`config.mk`:
```
export PLATFORM = sky130hd
export DESIGN_NAME = load_unit
export DESIGN_NICKNAME = d
export VERILOG_FILES = /design/src/rtl/riscv_pkg.sv /design/src/rtl/load_unit_extract.sv /design/src/rtl/load_unit.sv
export SDC_FILE = /design/constraint.sdc
export NUM_CORES = 1
export LEC_CHECK = 0
export CAP_MARGIN = 15
export CELL_PAD_IN_SITES_DETAIL_PLACEMENT = 0
export CELL_PAD_IN_SITES_GLOBAL_PLACEMENT = 1
export CORE_ASPECT_RATIO = 1.1
export CORE_MARGIN = 4
export CORE_UTILIZATION = 39
export DETAILED_ROUTE_END_ITERATION = 7
export PLACE_DENSITY_LB_ADDON = 0.1
export SKIP_CTS_REPAIR_TIMING = 1
export SYNTH_ARGS = -nofsm -noshare
export SYNTH_HDL_FRONTEND = slang
export SYNTH_SLANG_ARGS = --single-unit
```
`constraint.sdc`:
```
create_clock -name clk_i -period 3.8 [get_ports clk_i]
set_input_delay 0.76 -clock clk_i [delete_from_list [all_inputs] [get_ports clk_i]]
set_output_delay 0.76 -clock clk_i [all_outputs]
set_load 0.03 [all_outputs]
```
`src/rtl/riscv_pkg.sv`:
```
// Shared RV32 definitions used by the load path: word width, load funct3
// encodings, load error codes and small decode helpers.
package riscv_pkg;

  localparam int unsigned XLEN = 32;

  typedef enum logic [2:0] {
    LB  = 3'b000,
    LH  = 3'b001,
    LW  = 3'b010,
    LBU = 3'b100,
    LHU = 3'b101
  } load_funct3_e;

  typedef enum logic [1:0] {
    ERR_NONE     = 2'b00,
    ERR_MISALIGN = 2'b01,
    ERR_FUNCT3   = 2'b10,
    ERR_TIMEOUT  = 2'b11
  } load_err_e;

  // True for the five load encodings the core supports.
  function automatic logic funct3_legal(input logic [2:0] f);
    case (f)
      LB, LH, LW, LBU, LHU: return 1'b1;
      default:              return 1'b0;
    endcase
  endfunction

  // Halfwords need an even address, words a 4-byte aligned one.
  function automatic logic misaligned(input logic [2:0] f, input logic [1:0] a);
    case (f)
      LH, LHU: return a[0];
      LW:      return |a;
      default: return 1'b0;
    endcase
  endfunction

endpackage

```
`src/rtl/load_unit_extract.sv`:
```
// Byte/half/word selection from an aligned read word, with sign or zero
// extension according to the load type.
module load_extract
  import riscv_pkg::*;
(
  input  logic [XLEN-1:0] i_rdata,
  input  logic [1:0]      i_off,
  input  logic [2:0]      i_funct3,
  output logic [XLEN-1:0] o_data
);

  logic [7:0]  w_byte;
  logic [15:0] w_half;

  // Lane select from the byte offset within the word.
  always_comb begin
    w_byte = '0;
    case (i_off)
      2'd0: w_byte = i_rdata[7:0];
      2'd1: w_byte = i_rdata[15:8];
      2'd2: w_byte = i_rdata[23:16];
      2'd3: w_byte = i_rdata[31:24];
      default: w_byte = '0;
    endcase
    w_half = i_off[1] ? i_rdata[31:16] : i_rdata[15:0];
  end

  // Extension by load type.
  always_comb begin
    o_data = '0;
    case (i_funct3)
      LB:      o_data = {{(XLEN-8){w_byte[7]}}, w_byte};
      LBU:     o_data = {{(XLEN-8){1'b0}}, w_byte};
      LH:      o_data = {{(XLEN-16){w_half[15]}}, w_half};
      LHU:     o_data = {{(XLEN-16){1'b0}}, w_half};
      LW:      o_data = i_rdata;
      default: o_data = '0;
    endcase
  end

endmodule

```
`src/rtl/load_unit.sv`:
```
// Multicycle data-memory load sequencer: one aligned read over a
// req/gnt/rvalid port, extraction/extension of the result, and error
// reporting for bad funct3, misalignment and an unresponsive memory.
module load_unit
  import riscv_pkg::*;
#(
  parameter int unsigned TIMEOUT_CYCLES = 255
) (
  input  logic            clk_i,
  input  logic            rstn_i,
  input  logic            start_i,
  input  logic [XLEN-1:0] addr_i,
  input  logic [2:0]      funct3_i,
  output logic            busy_o,
  output logic            done_o,
  output logic [XLEN-1:0] data_o,
  output logic            err_o,
  output logic [1:0]      err_code_o,
  output logic            mem_req_o,
  output logic [XLEN-1:0] mem_addr_o,
  input  logic            mem_gnt_i,
  input  logic            mem_rvalid_i,
  input  logic [XLEN-1:0] mem_rdata_i
);

  localparam int unsigned CW = $clog2(TIMEOUT_CYCLES + 1);

  typedef enum logic [1:0] {
    S_IDLE,
    S_REQ,
    S_WAIT,
    S_DONE
  } state_e;

  state_e          r_state;
  logic [CW-1:0]   r_cnt;
  logic [1:0]      r_off;
  logic [2:0]      r_funct3;
  logic            r_done;
  logic            r_err;
  load_err_e       r_err_code;
  logic [XLEN-1:0] r_data;
  logic            r_req;
  logic [XLEN-1:0] r_mem_addr;
  logic [XLEN-1:0] w_ext;
  logic            w_expired;

  load_extract u_extract (
    .i_rdata  (mem_rdata_i),
    .i_off    (r_off),
    .i_funct3 (r_funct3),
    .o_data   (w_ext)
  );

  // The counter runs across REQ and WAIT without clearing, so a late grant
  // can leave it at or past the limit on entry to WAIT; compare with >=.
  assign w_expired = (r_cnt >= CW'(TIMEOUT_CYCLES - 1));

  // Load sequencer with registered outputs.
  always_ff @(posedge clk_i or negedge rstn_i) begin
    if (!rstn_i) begin
      r_state    <= S_IDLE;
      r_cnt      <= '0;
      r_off      <= '0;
      r_funct3   <= '0;
      r_done     <= 1'b0;
      r_err      <= 1'b0;
      r_err_code <= ERR_NONE;
      r_data     <= '0;
      r_req      <= 1'b0;
      r_mem_addr <= '0;
    end else begin
      case (r_state)
        S_IDLE: begin
          r_done <= 1'b0;
          r_err  <= 1'b0;
          if (start_i) begin
            if (!funct3_legal(funct3_i)) begin
              r_state    <= S_DONE;
              r_done     <= 1'b1;
              r_err      <= 1'b1;
              r_err_code <= ERR_FUNCT3;
              r_data     <= '0;
            end else if (misaligned(funct3_i, addr_i[1:0])) begin
              r_state    <= S_DONE;
              r_done     <= 1'b1;
              r_err      <= 1'b1;
              r_err_code <= ERR_MISALIGN;
              r_data     <= '0;
            end else begin
              r_state    <= S_REQ;
              r_off      <= addr_i[1:0];
              r_funct3   <= funct3_i;
              r_mem_addr <= {addr_i[XLEN-1:2], 2'b00};
              r_cnt      <= '0;
              r_req      <= 1'b1;
            end
          end
        end
        S_REQ: begin
          r_cnt <= r_cnt + 1'b1;
          if (mem_gnt_i) begin
            r_state <= S_WAIT;
            r_req   <= 1'b0;
          end else if (w_expired) begin
            r_state    <= S_DONE;
            r_req      <= 1'b0;
            r_done     <= 1'b1;
            r_err      <= 1'b1;
            r_err_code <= ERR_TIMEOUT;
            r_data     <= '0;
          end
        end
        S_WAIT: begin
          r_cnt <= r_cnt + 1'b1;
          if (mem_rvalid_i) begin
            r_state    <= S_DONE;
            r_done     <= 1'b1;
            r_err      <= 1'b0;
            r_err_code <= ERR_NONE;
            r_data     <= w_ext;
          end else if (w_expired) begin
            r_state    <= S_DONE;
            r_done     <= 1'b1;
            r_err      <= 1'b1;
            r_err_code <= ERR_TIMEOUT;
            r_data     <= '0;
          end
        end
        S_DONE: begin
          r_state <= S_IDLE;
          r_done  <= 1'b0;
          r_err   <= 1'b0;
        end
        default: r_state <= S_IDLE;
      endcase
    end
  end

  assign busy_o     = (r_state != S_IDLE);
  assign done_o     = r_done;
  assign err_o      = r_err;
  assign err_code_o = r_err_code;
  assign data_o     = r_data;
  assign mem_req_o  = r_req;
  assign mem_addr_o = r_mem_addr;

endmodule

```
# Word-level counts from Yosys, hierarchy flattened

Index checks and enable logic that the tools add are counted.

Equality and inequality tests: 20
$lt $le $gt $ge: 1
Reductions and logical operators: 16
Bitwise logic cells: 1
Muxes and demuxes: 52
Add/sub/neg operators: 1

Operators by type and width:

| kind                | count |
|---|---|
| $mux 32             | 6 |
| $pmux 32 s5         | 1 |
| $pmux 32 s3         | 1 |
| $pmux 8 s4          | 1 |
| $mux 2              | 12 |
| $mux 8              | 3 |
| $mux 1              | 20 |
| $mux 16             | 1 |
| $pmux 8 s2          | 1 |
| $eq 3x3->1 const B  | 4 |
| $reduce_and 4->1    | 3 |
| $add 8x1->8 const B | 1 |
| $eq 2x2->1 const B  | 4 |
| $ge 8x8->1 const B  | 1 |
| $ne 2x2->1 const B  | 4 |
| $pmux 1 s4          | 2 |
| $pmux 2 s4          | 1 |
| $eq 3x1->1 const B  | 2 |
| $eq 3x2->1 const B  | 2 |
| $logic_not 3->1     | 2 |
| $ne 3x3->1 const B  | 2 |
| $pmux 2 s3          | 1 |
| $reduce_bool 2->1   | 3 |
| $reduce_or 2->1     | 3 |
| other kinds (7)     | 10 |

Output and inout bits: 70
Flip-flop bits (word level): 82
Logic and storage cells: 101

# Logic depth before layout (Yosys ltp)

Gate-level depths: netlist of the first run.

Depth after elaboration: 12
Depth in mapped cells: 8
Gate-level depth less buffers: 6

# Hierarchy

A second synthesis of the first run with hierarchy kept.

Cell total of the unflattened synthesis: 397
Area total of the unflattened synthesis: 4628.2 sq um

By module, submodules not included:

| module       | times used | cells each | seq. area each (sq um) | area an instance (sq um) |
|---|---|---|---|---|
| load_unit    | 1          | 269        | 2052.0                 | 3562.2 |
| load_extract | 1          | 128        | 0.0                    | 1066.0 |

# Worst setup path after synthesis of the first run

No wires, ideal clock.

Path type: input port to flip-flop
From: in funct3_i[2]
To: reg r_mem_addr[10] (netlist: mem_addr_o[10])
Library setup time: 0.125 ns
Setup slack: 1.568 ns
Required time: 3.675 ns
Data arrival time: 2.107 ns
Cell stages on the path: 5
Cells stage by stage: or4_4 -> a21boi_4 -> nand2_4 -> buf_6 -> mux2_4

Longest elaborated chain between the ends: 8
Elaborated cells on any way between the ends: 16
Classes of those cells: 4 x eq/ne; 7 x mux; 1 x bitwise; 4 x reduce/logical

RTL lines:

| element                                  | line                             | text |
|---|---|---|
| start: declaration                       | load_unit.sv:13                  | `input logic [2:0] funct3_i,` |
| $eq 3x1->1 or $eq 3x3->1 (tied branches) | riscv_pkg.sv:24, riscv_pkg.sv:32 |  |
| $reduce_or 2->1                          | riscv_pkg.sv:32                  | `case (f)` |
| $pmux 1 s2                               | riscv_pkg.sv:32                  |  |
| $mux 1                                   | load_unit.sv:78                  | `if (!funct3_legal(funct3_i)) begin` |
| $mux 1                                   | load_unit.sv:77                  | `if (start_i) begin` |
| $mux 1                                   | load_unit.sv:73                  | `case (r_state)` |
| $not 1->1 (no source line)               | -                                |  |
| $reduce_and 4->1 (no source line) (*)    | -                                |  |
| end signal: assignment                   | load_unit.sv:94                  | `r_mem_addr <= {addr_i[XLEN-1:2], 2'b00};` |
| end: declaration                         | load_unit.sv:44                  | `logic [XLEN-1:0] r_mem_addr;` |

Every way passes the cells marked *; elsewhere a longest branch is shown, timed or not. The select of a mux whose other input is x is not followed.
A chain may end at the register's enable or synchronous reset.

# Worst setup path in the final report of the first run

From: reg r_state[0]
To: out busy_o

Longest elaborated chain between the ends: 1

RTL lines:

| element                  | line             | text |
|---|---|---|
| start: declaration       | load_unit.sv:35  | `state_e r_state;` |
| start signal: assignment | load_unit.sv:62  | `r_state <= S_IDLE;` |
| start signal: assignment | load_unit.sv:79  | `r_state <= S_DONE;` |
| start signal: assignment | load_unit.sv:85  | `r_state <= S_DONE;` |
| $reduce_bool 2->1        | load_unit.sv:140 | `assign busy_o = (r_state != S_IDLE);` |
| end: declaration         | load_unit.sv:14  | `output logic busy_o,` |

No other way between the ends.

==> results.yml, run 1 <==
global_routing:
  overflow: 0
  grt_pass1_vias: 3876
  grt_pass1_wl_um: 20700
  grt_use_total_pct: 19.2
  grt_max_degree: 57
  antenna_found_initial: 0
setup_path:
  slowest_stage: "clkdlybuf4s50_1"
  cp_max_fo: 21
  path_cells: "inv_1, ha_1, buf_4, inv_1, clkdlybuf4s50_1"
  end_kind: "primary output"
  crit_type: "reg -> out"
  worst-path-buf-inv: 4
  cp.arrival_ns: 2.11
  crit_family: "buffers and inverters"
  cp-start-kind: "flip-flop"
  worstPathRequired_ns: 3.04
  slowest_delay_ns: 0.70
  path_common_cell: "inv_1"
detailed_routing:
  dr_wl_met2_um: 6670
  dr.max_layer_used: "met4"
  drtIter0Drc: 105
  drc: 0
  dr.pass1.iters: 4
  wl_met3_um: 552
  routedWlPerCell_um: 18.6
  wl_met1_um: 5560
  vias: 3872
  ant_nets: 0
  wirelength_um: 13100
  routed_via_density: 5.50
worst_hold_path:
  min_path_type: "in -> async"
finish:
  antenna_cells: 0
  syn_to_final_growth_pct: 39.0
  num-nets-final: 627
  drive_above_1_share_pct: 12.6
sta:
  holdWs_ns: 0.489
  fin_worst_skew_ns: 0.00672
  fmax_mhz: 348
  period_needed_ns: 2.87
  rsz0062_at_grt: "no"
  period_share_pct: 75.6
  slew_headroom_pct: 33.0
  hold_viol_final: 0
  drv_slew: 0
  setup_violations: 0
  tns_ns: 0
  worstMarginPinSlew_ns: 1.00
clock_tree:
  cts_buffer_depth: 2
  cts_tree: "built"
  numCtsBuffers: 9
  cts_root_buf: "clkbuf_16"
  path_clk_slew_ns: 0.07
  cts_num_sinks: 82
  htreeDepth: 3
  worstSkewPairLatency_ns: 0.34
job:
  drv_cap: 0
floorplan:
  design.core.area_mm2: 0.0115
  rows: 41
  initial_core_util_pct: 40.0
  die_y_um: 122
  die_x_um: 111
  die-area_mm2: 0.0136
  io_pins: 142
power_and_ir_drop:
  ir_drop_v: 0.000484
  p_per_area_mw_per_mm2: 862
  leakagePower_nw: 2.66
placement:
  portBuffers: 139
  dp_hpwl_um: 9510
  gp_congestion: 0.815
synthesis:
  syn_area_mm2: 0.00459
  syn_inst: 423
  ys_warn_count: 0
  postSynthAreaPerCell_um2: 10.9
  synthArstFlopShare_pct: 100
  synth_top_area_share_pct: 44.7
  synthTopCellsByCount: "dfrtp_1, inv_1, o32ai_1"
  synthTopCellsByArea: "dfrtp_1, mux2_4, o32ai_1"
  ys_ff_latch: 82
  ys_types: 54
  synth.most_common_cell: "dfrtp_1"
  synth_seq_area_share_pct: 44.7
  ys.flop_type: "dfrtp_1"
  synth_edf_count: 0
  synth_top_cell_by_area: "dfrtp_1"
run_status:
  run_status: "completed"
## metal layers
metal	global-route usage, %	up-vias
li1	-	1849
met1	24.0	1898
met4	7.60	0
met3	3.63	21
met5	0	-
met2	33.1	104
## worst reg2reg max path, delay by kind of cell (launching register included)
kind,cells,cell delay [ns]
compound gates,2,0.49
fa+ha+maj,1,0.73
buf+inv,1,0.09
flops,1,0.37
simple gates,2,0.95
## metrics by stage
step / worst slack, ns / power [mW] / cell area, um2 / std cells / util, %
after floorplan: 1.57 / 3.57 / 4600 / 424 / -
after global placement: 0.761 / 4.61 / 6090 / 688 / 53.0
after detailed placement: 0.685 / 4.65 / 6090 / 688 / 53.0
after CTS: 0.924 / 5.54 / 6380 / 704 / 55.5
after global routing: 0.829 / 5.83 / 6380 / 704 / 55.5
final: 0.929 / 5.50 / 6380 / 704 / 55.5
## cells by family (layout without fill, tap and decap cells)
group / count (synthesis) / in the layout / share of synthesized area [%]
and+or+nand+nor: 74 / 74 / 8.36
other: 1 / 2 / 0.0816
DFF: 82 / 82 / 44.7
adders and majority gates: 6 / 6 / 1.63
muxes: 58 / 58 / 16.3
buffers and inverters: 75 / 205 / 6.97
AOI/OAI and AO/OA: 127 / 127 / 22.0
## cells in the final DEF (no fill, tap or decap), types with 7 or more instances in the layout
cell type	instances
o221ai_1	9
a221oi_1	7
dfrtp_1	82
o32ai_1	33
clkdlybuf4s50_1	138
o21ai_0	9
buf_4	9
nor2_1	17
nand3_1	9
mux2_4	30
nand2_1	19
a21oi_1	12
a2bb2oi_1	8
clkbuf_16	9
inv_1	42
a211oi_1	18
mux2i_1	22
## layout make-up
| class | instances | area (um2) |
|---|---|---|
| well taps | 150 | 188 |
| multi-input cells | 267 | 2240 |
| flip-flops and latches | 82 | 2050 |
| clock buffers | 9 | 225 |
| inverters | 42 | 158 |
| fillers | 1072 | 5110 |
| repair buffers | 147 | 1450 |
| clock inverters | 7 | 70.1 |
## flip-flops by register name, summed over array words and instances, names as in the netlist
name	count
r_off	2
err_o	1
mem_addr_o	30
r_funct3	3
err_code_o	2
mem_req_o	1
r_cnt	8
data_o	32
r_state	2
done_o	1
## power breakdown
group / internal (mW) / leakage, nW / switching, mW / total [mW]
combinational: 1.39 / 1.47 / 1.69 / 3.08
sequential: 1.21 / 1.05 / 0.335 / 1.55
clock: 0.462 / 0.142 / 0.408 / 0.869
total: 3.06 / 2.66 / 2.43 / 5.50
## final timing paths
path	startpoint	endpoint	slack [ns]	depth (start not counted)
worst max register to register	r_state[1]	data_o[28]	1.07	6
worst max-delay path	r_state[0]	busy_o	0.93	5
worst min register to register	mem_addr_o[2]	mem_addr_o[2]	0.51	1
min in group clk_i	mem_addr_o[2]	mem_addr_o[2]	0.51	1
max in group asynchronous	rstn_i	data_o[28]	2.61	2
worst min-delay path	rstn_i	data_o[13]	0.49	1
No activity file was read; power rests on OpenSTA's default activity.
==> run 2: changes to the inputs <==
--- a/config.mk
+++ b/config.mk
@@ -10,7 +10,7 @@
 export CELL_PAD_IN_SITES_GLOBAL_PLACEMENT = 1
 export CORE_ASPECT_RATIO = 1.1
 export CORE_MARGIN = 4
-export CORE_UTILIZATION = 39
+export CORE_UTILIZATION = 33
 export DETAILED_ROUTE_END_ITERATION = 7
 export PLACE_DENSITY_LB_ADDON = 0.1
 export SKIP_CTS_REPAIR_TIMING = 1
==> constraint.sdc (replaced) <==
create_clock -name clk_i -period 2.36 [get_ports clk_i]
set_input_delay 0.472 -clock clk_i [delete_from_list [all_inputs] [get_ports clk_i]]
set_output_delay 0.472 -clock clk_i [all_outputs]
set_load 0.03 [all_outputs]
==> results.yml, run 2 (synthesis gave the netlist of run 1 again) <==
run_status:
  run_status: "completed"
sta:
  worstMarginPinSlew_ns: 0.769
  setup_violations: 0
  rsz0062_at_grt: "no"
  holdWs_ns: 0.138
  period_needed_ns: 2.12
  drv_slew: 0
  tns_ns: 0
  fin_worst_skew_ns: 0.00401
  period_share_pct: 89.7
  slew_headroom_pct: 48.7
  layout_setup_ws_ns: 0.244
  hold_viol_final: 0
  fmax_mhz: 473
finish:
  num-fill-cells: 1291
  layout_common_cells: "clkdlybuf4s50_1, dfrtp_1, inv_1, o32ai_1, buf_4"
  drive_above_1_share_pct: 16.8
  largest_register_ff_count: 32
  final_common_cell: "clkdlybuf4s50_1"
  num-nets-final: 655
  final_util_pct: 50.1
  antenna_cells: 0
  final_area_mm2: 0.00674
  syn_to_final_growth_pct: 46.7
setup_path:
  cp-start-kind: "flip-flop"
  path_cells: "inv_1, ha_1, buf_4, nand2b_1, nand2b_1, a221oi_4, buf_12, o32ai_1"
  rr_worst_depth: 8
  r2r_setup_slack_ns: 0.24
  slowest_stage: "dfrtp_1"
  crit_type: "reg -> reg"
  slowest_delay_ns: 0.40
  r2r-start: "r_state[1]"
  crit_start: "r_state[1]"
  path_common_cell: "nand2b_1"
  timing.rr.end: "data_o[24]"
  cp_max_fo: 19
  end_kind: "flip-flop"
  cp.arrival_ns: 2.35
  worstPathRequired_ns: 2.59
placement:
  portBuffers: 139
  post_dp_cell_area_mm2: 0.00640
  place_ws_ns: -0.110
  dp_hpwl_um: 10400
  gp_congestion: 0.793
detailed_routing:
  wirelength_um: 13900
  routed_via_density: 5.12
  drc: 0
  drtIter0Drc: 217
  vias: 3919
  ant_nets: 0
  routedWlPerCell_um: 18.2
  dr.pass1.iters: 4
clock_tree:
  path_clk_slew_ns: 0.07
  cts_num_sinks: 82
  worstSkewPairLatency_ns: 0.34
  cts_tree: "built"
  cts_buffer_depth: 2
  numCtsBuffers: 9
  cts_root_buf: "clkbuf_16"
  htreeDepth: 3
floorplan:
  initial_core_util_pct: 34.2
  design.core.area_mm2: 0.0134
  io_pins: 142
  die-area_mm2: 0.0159
  rows: 44
  die_y_um: 132
  die_x_um: 120
power_and_ir_drop:
  p_per_area_mw_per_mm2: 1400
  ir_drop_v: 0.000546
  leakagePower_nw: 2.85
global_routing:
  grt_pass1_vias: 4006
  overflow: 0
  antenna_found_initial: 0
  grt_use_total_pct: 17.5
  grt_max_degree: 48
  grt_pass1_wl_um: 22000
worst_hold_path:
  min_path_type: "in -> async"
job:
  drv_cap: 0
run 2: through the flow:
stage / cells / total power [mW]
floorplan: 424 / 5.75
global placement: 750 / 7.80
detailed placement: 750 / 7.87
CTS: 766 / 9.52
global route: 766 / 9.97
finish: 766 / 9.42
run 2: final cells by class:
| cell class | instances | area [um2] | area share [%] |
|---|---|---|---|
| Sequential cell | 82 | 2050 | 30.5 |
| Multi-Input combinational cell | 267 | 2240 | 33.3 |
| Clock inverter | 7 | 106 | 1.58 |
| Clock buffer | 9 | 225 | 3.34 |
| Inverter | 42 | 158 | 2.34 |
| Tap cell | 184 | 230 | 3.42 |
| Timing Repair Buffer | 175 | 1720 | 25.6 |
run 2: worst max-delay path by stage:
stage                     end  slack, ns  cells past startpoint
2_1_floorplan      data_o[10]       0.32                      8
3_3_place_gp   mem_addr_o[26]      -0.02                      6
3_5_place_dp       data_o[24]      -0.11                      7
4_1_cts                busy_o      -0.05                      4
5_1_grt            data_o[27]       0.10                      8
6_report           data_o[24]       0.24                      8
run 2: power by group:
part	switching (mW)	total (mW)	leakage (nW)	internal [mW]
combinational	2.94	5.46	1.63	2.52
clock	0.641	1.59	0.163	0.950
sequential	0.414	2.37	1.05	1.95
run 2: metal layers:
layer / wire length, um / vias up / global-route usage [%]
li1: - / 1906 / -
met1: 5890 / 1909 / 21.8
met2: 7180 / 89 / 29.9
met3: 641 / 15 / 3.43
met4: 240 / 0 / 6.49
met5: 0 / - / 0
run 2: critical path, delay by kind of cell (launching register included):
family / cells / cell delay [ns]
fa+ha+maj: 1 / 0.20
simple gates: 2 / 0.43
compound gates: 2 / 0.39
buf+inv: 3 / 0.57
flops: 1 / 0.40
